## src/rtl/piso_serializer_if.sv

```systemverilog
// Handshake and serial-stream signals of the PISO serializer.
// The slave modport is the serializer; the master modport is the word source and stream consumer.
interface piso_serializer_if #(
    parameter int WIDTH = 8
);
    logic [WIDTH-1:0] in_data;
    logic             in_valid;
    logic             in_ready;
    logic             en;
    logic             sout;
    logic             sout_valid;
    logic             sout_first;
    logic             sout_last;

    modport master (
        output in_data, in_valid, en,
        input  in_ready, sout, sout_valid, sout_first, sout_last
    );

    modport slave (
        input  in_data, in_valid, en,
        output in_ready, sout, sout_valid, sout_first, sout_last
    );
endinterface

```

## src/rtl/piso_serializer.sv

```systemverilog
// Parallel-in, serial-out transmitter: takes a WIDTH-bit word over valid/ready and
// shifts it out one bit per enabled clock with valid/first/last framing flags.
module piso_serializer #(
    parameter int WIDTH     = 8,
    parameter bit MSB_FIRST = 1'b1
) (
    input logic              clk,
    input logic              rst,
    piso_serializer_if.slave bus
);
    localparam int CNT_W = $clog2(WIDTH);
    localparam logic [CNT_W-1:0] LAST = CNT_W'(WIDTH - 1);

    typedef enum logic {
        IDLE  = 1'b0,
        SHIFT = 1'b1
    } state_t;

    state_t             state, state_next;
    logic [WIDTH-1:0]   shreg, shreg_next;
    logic [CNT_W-1:0]   cnt, cnt_next;
    logic               at_last;
    logic               ready;
    logic               accept;

    always_ff @(posedge clk or negedge rst) begin
        if (!rst) begin
            state <= IDLE;
            shreg <= '0;
            cnt   <= '0;
        end else begin
            state <= state_next;
            shreg <= shreg_next;
            cnt   <= cnt_next;
        end
    end

    always_comb begin
        state_next = state;
        shreg_next = shreg;
        cnt_next   = cnt;
        at_last    = (cnt == LAST);
        // Ready also on the last enabled bit so back-to-back frames have no gap.
        ready      = rst && ((state == IDLE) || (at_last && bus.en));
        accept     = bus.in_valid && ready;

        case (state)
            IDLE: begin
                if (accept) begin
                    shreg_next = bus.in_data;
                    cnt_next   = '0;
                    state_next = SHIFT;
                end
            end
            SHIFT: begin
                if (bus.en) begin
                    if (!at_last) begin
                        shreg_next = MSB_FIRST ? {shreg[WIDTH-2:0], 1'b0}
                                               : {1'b0, shreg[WIDTH-1:1]};
                        cnt_next   = cnt + 1'b1;
                    end else if (accept) begin
                        shreg_next = bus.in_data;
                        cnt_next   = '0;
                    end else begin
                        shreg_next = '0;
                        cnt_next   = '0;
                        state_next = IDLE;
                    end
                end
            end
            default: state_next = IDLE;
        endcase
    end

    assign bus.in_ready   = ready;
    assign bus.sout_valid = (state == SHIFT);
    assign bus.sout_first = (state == SHIFT) && (cnt == '0);
    assign bus.sout_last  = (state == SHIFT) && at_last;
    assign bus.sout       = (state == SHIFT) && (MSB_FIRST ? shreg[WIDTH-1] : shreg[0]);
endmodule

```

## src/flat_wrapper.sv

```systemverilog
// flat-port wrapper written by rule: the top's interface ports become plain ports
module piso_serializer_flat 
#(
    parameter int WIDTH     = 8,
    parameter bit MSB_FIRST = 1'b1
)
  (clk, rst, bus_in_data, bus_in_valid, bus_en, bus_in_ready, bus_sout, bus_sout_valid, bus_sout_first, bus_sout_last);
  piso_serializer_if #(.WIDTH(WIDTH)) bus_i ();
  input logic clk;
  input logic rst;
  input wire logic [$bits(bus_i.in_data)-1:0] bus_in_data;
  input wire logic [$bits(bus_i.in_valid)-1:0] bus_in_valid;
  input wire logic [$bits(bus_i.en)-1:0] bus_en;
  output wire logic [$bits(bus_i.in_ready)-1:0] bus_in_ready;
  output wire logic [$bits(bus_i.sout)-1:0] bus_sout;
  output wire logic [$bits(bus_i.sout_valid)-1:0] bus_sout_valid;
  output wire logic [$bits(bus_i.sout_first)-1:0] bus_sout_first;
  output wire logic [$bits(bus_i.sout_last)-1:0] bus_sout_last;
  assign bus_i.in_data = bus_in_data;
  assign bus_i.in_valid = bus_in_valid;
  assign bus_i.en = bus_en;
  assign bus_in_ready = bus_i.in_ready;
  assign bus_sout = bus_i.sout;
  assign bus_sout_valid = bus_i.sout_valid;
  assign bus_sout_first = bus_i.sout_first;
  assign bus_sout_last = bus_i.sout_last;
  piso_serializer #(.WIDTH(WIDTH), .MSB_FIRST(MSB_FIRST)) u_core (.clk(clk), .rst(rst), .bus(bus_i));
endmodule
```

## config.mk

```make
export PLATFORM = sky130hd
export DESIGN_NAME = piso_serializer_flat
export DESIGN_NICKNAME = d
export VERILOG_FILES = /design/src/rtl/piso_serializer_if.sv /design/src/rtl/piso_serializer.sv /design/src/flat_wrapper.sv
export SDC_FILE = /design/constraint.sdc
export NUM_CORES = 1
export LEC_CHECK = 0
export ABC_CLOCK_PERIOD_IN_PS = 1550
export BUFFER_PORTS_ARGS = -buffer_cell sky130_fd_sc_hd__buf_2
export CORE_UTILIZATION = 47
export CTS_BUF_LIST = sky130_fd_sc_hd__clkbuf_8
export DETAILED_ROUTE_END_ITERATION = 8
export HOLD_SLACK_MARGIN = 0.12
export PLACE_DENSITY = 0.75
export SYNTH_ARGS = -nofsm -noshare
export SYNTH_HDL_FRONTEND = slang
export SYNTH_SLANG_ARGS = --single-unit
```

## constraint.sdc

```tcl
create_clock -name clk -period 1.55 [get_ports clk]
set_input_delay 0.2325 -clock clk [delete_from_list [all_inputs] [get_ports clk]]
set_output_delay 0.2325 -clock clk [all_outputs]
set_load 0.005 [all_outputs]
```

==> run metrics <==
status=finished clean; antenna violations before repair=0; worst setup margin=0.0627 ns; leak pwr=between 0.4 and 0.5 nW; H-tree Lvls=1; drt total wl=1.61 mm; area of the core=1300 sq um; routed wl met3=86 um; fin crit period=between 1 and 1.5 ns; max layer used=met4; Synth Cell Area=653 sq um; Die Wd=between 30 and 40 um; pin slew with the least headroom to its limit=around 0.56 ns; syn_area_per_cell=about 9.3 sq um; Final Util=66.5%; number of max-cap violations=0; post-synthesis sequential area ratio=between 40% and 50%; CP max FO=5; largest net degree at the start of global routing=13; clk_skew=~0.0048 ns; die height=between 30 and 40 um; Synthesis Warnings=0; number of remaining DRC errors=0; share of layout cells above drive strength 1=36.2%; critical-path cell with the highest stage delay=dfrtp_1; Critical Path Max Stage Delay=roughly 0.36 ns; Cells after DPL=between 100 and 150; Synth top area share=a little under half; Setup TNS=0 ns; worst-skew pair later-pin latency=about 0.24 ns; met1 wire length=703 um; CTS Buf Count=3; area leader, netlist=dfrtp_1; Max clock buf depth=2; routability cong.=a little under 0.8; power per cell area=roughly 1800 nW/um^2; Final Setup Violations=0; unique cell type count in the Yosys netlist=23; crit path cell chain=ha_2, ha_4, nand2_2, a21boi_1, buf_2; Antenna Cells=0; Via-to-Cell Ratio=around 5.5; Worst Hold Class=input port to flip-flop; total power=around 1.6 mW; Site Rows=13; Most used DFF post-synth=dfrtp_1; global route overflow=0; Critical Path AT=~1.3 ns; top post-synthesis cells by area=dfrtp_1 (46%), a31oi_1 (5.7%), ha_1 (5.7%), nor3_1 (5.4%), o21ai_0 (5.4%); Mapped Nets=between 80 and 90; Syn Inst Count=70; clock root buffer=clkbuf_8; initial DRC count=17; antenna viol nets, final=0; Die Area=around 1500 sq um; Initial Util=50.2%; Post-Layout Cell Count=about 110; Avg WL per Cell=between 10 and 15 um; Pre-Repair DR Iteration Count=4; # IOs=17; Setup CP Type=flip-flop to primary output; CTS tree=yes; Fin. Hold Viols=0; vias in the first global route=approximately 540; Critical Path RT=1.32 ns; Syn-to-layout area delta=32.6%; final slew viol count=0; DR WL met2=between 800 and 900 um; CTS sink count=12; wire length of the first global-routing pass=~2.4 mm; Layout Nets=110; fmax=just under 700 MHz; Crit. End Element=primary output; Post-synth EDFFs=0; Vias=approximately 600; crit path launch type=flip-flop; maximum vdd drop=roughly 0.00092 V; period utilisation layout=between 90 and 100%; Post-synth ARST share=100%; Total GRT Usage=between 20% and 30%; Rel. slew slack=just over 60%; clock-pin slew on the worst setup and hold paths=roughly 0.06 ns; hpwl dp=approximately 1000 um; PortBufs=16; post-place setup slack=0.0264 ns; Synth Register Bits=12
==> cell type report <==
cell class | instances | area [sq um]
flip-flops and latches | 12 | 302
repair buffers | 24 | 143
fillers | 94 | 435
clock buffers | 4 | 55.1
well taps | 15 | 18.8
multi-input cells | 50 | 333
inverters | 4 | 15.0
==> power breakdown <==
part / internal [mW] / total, mW / switching, mW
Sequential: 0.460 / 0.562 / 0.103
Combinational: 0.336 / 0.660 / 0.324
Clock: 0.224 / 0.341 / 0.117
==> flip-flops by register name (all words and copies together) (netlist names) <==
register               flops
u_core.cnt                 3
u_core.shreg               8
u_core.bus.sout_valid      1
==> worst max-delay path: cells and delay by family (launching register included) <==
family          cells  cell delay, ns
buf+inv             1            0.13
flops               1            0.36
compound gates      1            0.12
simple gates        1            0.06
fa+ha+maj           2            0.34
==> stage by stage <==
stage / hold WS, ns / cell area [sq um]
after floorplan: -0.0631 / 653
after global placement: 0.205 / 752
after detailed placement: 0.204 / 752
after CTS: 0.255 / 842
after global routing: 0.268 / 866
final: 0.259 / 866
==> cell usage after synthesis, drive strengths merged, types with 2 or more instances <==
cell type	count
dfrtp	12
nand2	9
o21ai	9
a31oi	7
nor3	7
inv	4
and2	3
buf	3
ha	3
a22o	2
nor2	2
==> cell families after synthesis <==
logic type / share of synthesized area (%)
AO/OA/AOI/OAI: 21.1
adder cells (fa/ha/maj): 5.75
buffers and inverters: 6.89
flip-flops: 46.0
AND/OR/NAND/NOR: 20.3
==> routing by layer <==
layer | GRT usage, % | vias up
met1 | 30.4 | 283
met2 | 39.6 | 21
li1 | - | 296
met3 | 5.11 | 2
met4 | 5.17 | 0
met5 | 0 | -
==> placed cells by master (no fill, tap or decap), drive strengths merged <==
| cell type | netlist | final |
|---|---|---|
| buf | 3 | 23 |
| dfrtp | 12 | 12 |
| nand2 | 9 | 9 |
| o21ai | 9 | 9 |
| nor3 | 7 | 7 |
| a31oi | 7 | 7 |
| inv | 4 | 4 |
| clkbuf | 1 | 4 |
| and2 | 3 | 3 |
| ha | 3 | 3 |
| a22o | 2 | 2 |
| nor2 | 2 | 2 |
| a21boi | 1 | 1 |
| nor3b | 1 | 1 |
| and4 | 1 | 1 |
| and3b | 1 | 1 |
| or2 | 1 | 1 |
| nor2b | 1 | 1 |
| o221ai | 1 | 1 |
| o22a | 1 | 1 |
| dlygate4sd3 | 0 | 1 |
==> worst paths after layout <==
check,startpoint,to,slack (ns),cells past startpoint
max in group asynchronous,rst,u_core.bus.sout_valid$_DFF_PN0_,0.50,3
min in group asynchronous,rst,u_core.cnt[2]$_DFFE_PN0P_,0.65,3
worst min-delay path,bus_in_data[0],u_core.shreg[0]$_DFFE_PN0P_,0.26,3
worst max register to register,u_core.cnt[1]$_DFFE_PN0P_,u_core.shreg[4]$_DFFE_PN0P_,0.08,7
worst max-delay path,u_core.cnt[0]$_DFFE_PN0P_,bus_in_ready,0.06,5
worst min register to register,u_core.shreg[0]$_DFFE_PN0P_,u_core.shreg[0]$_DFFE_PN0P_,0.54,2
==> timing repair <==
item / 4_1_cts / 5_1_grt
pin swaps: 0 / 2
gates resized for setup: 2 / 6
gates cloned: 0 / 0
endpoints found under the hold margin: 12 / 0
setup endpoints to repair: 2 / 10
hold buffers: 1 / 0
buffers inserted: 3 / 0
Note: power is estimated with default switching activity, not from simulation.
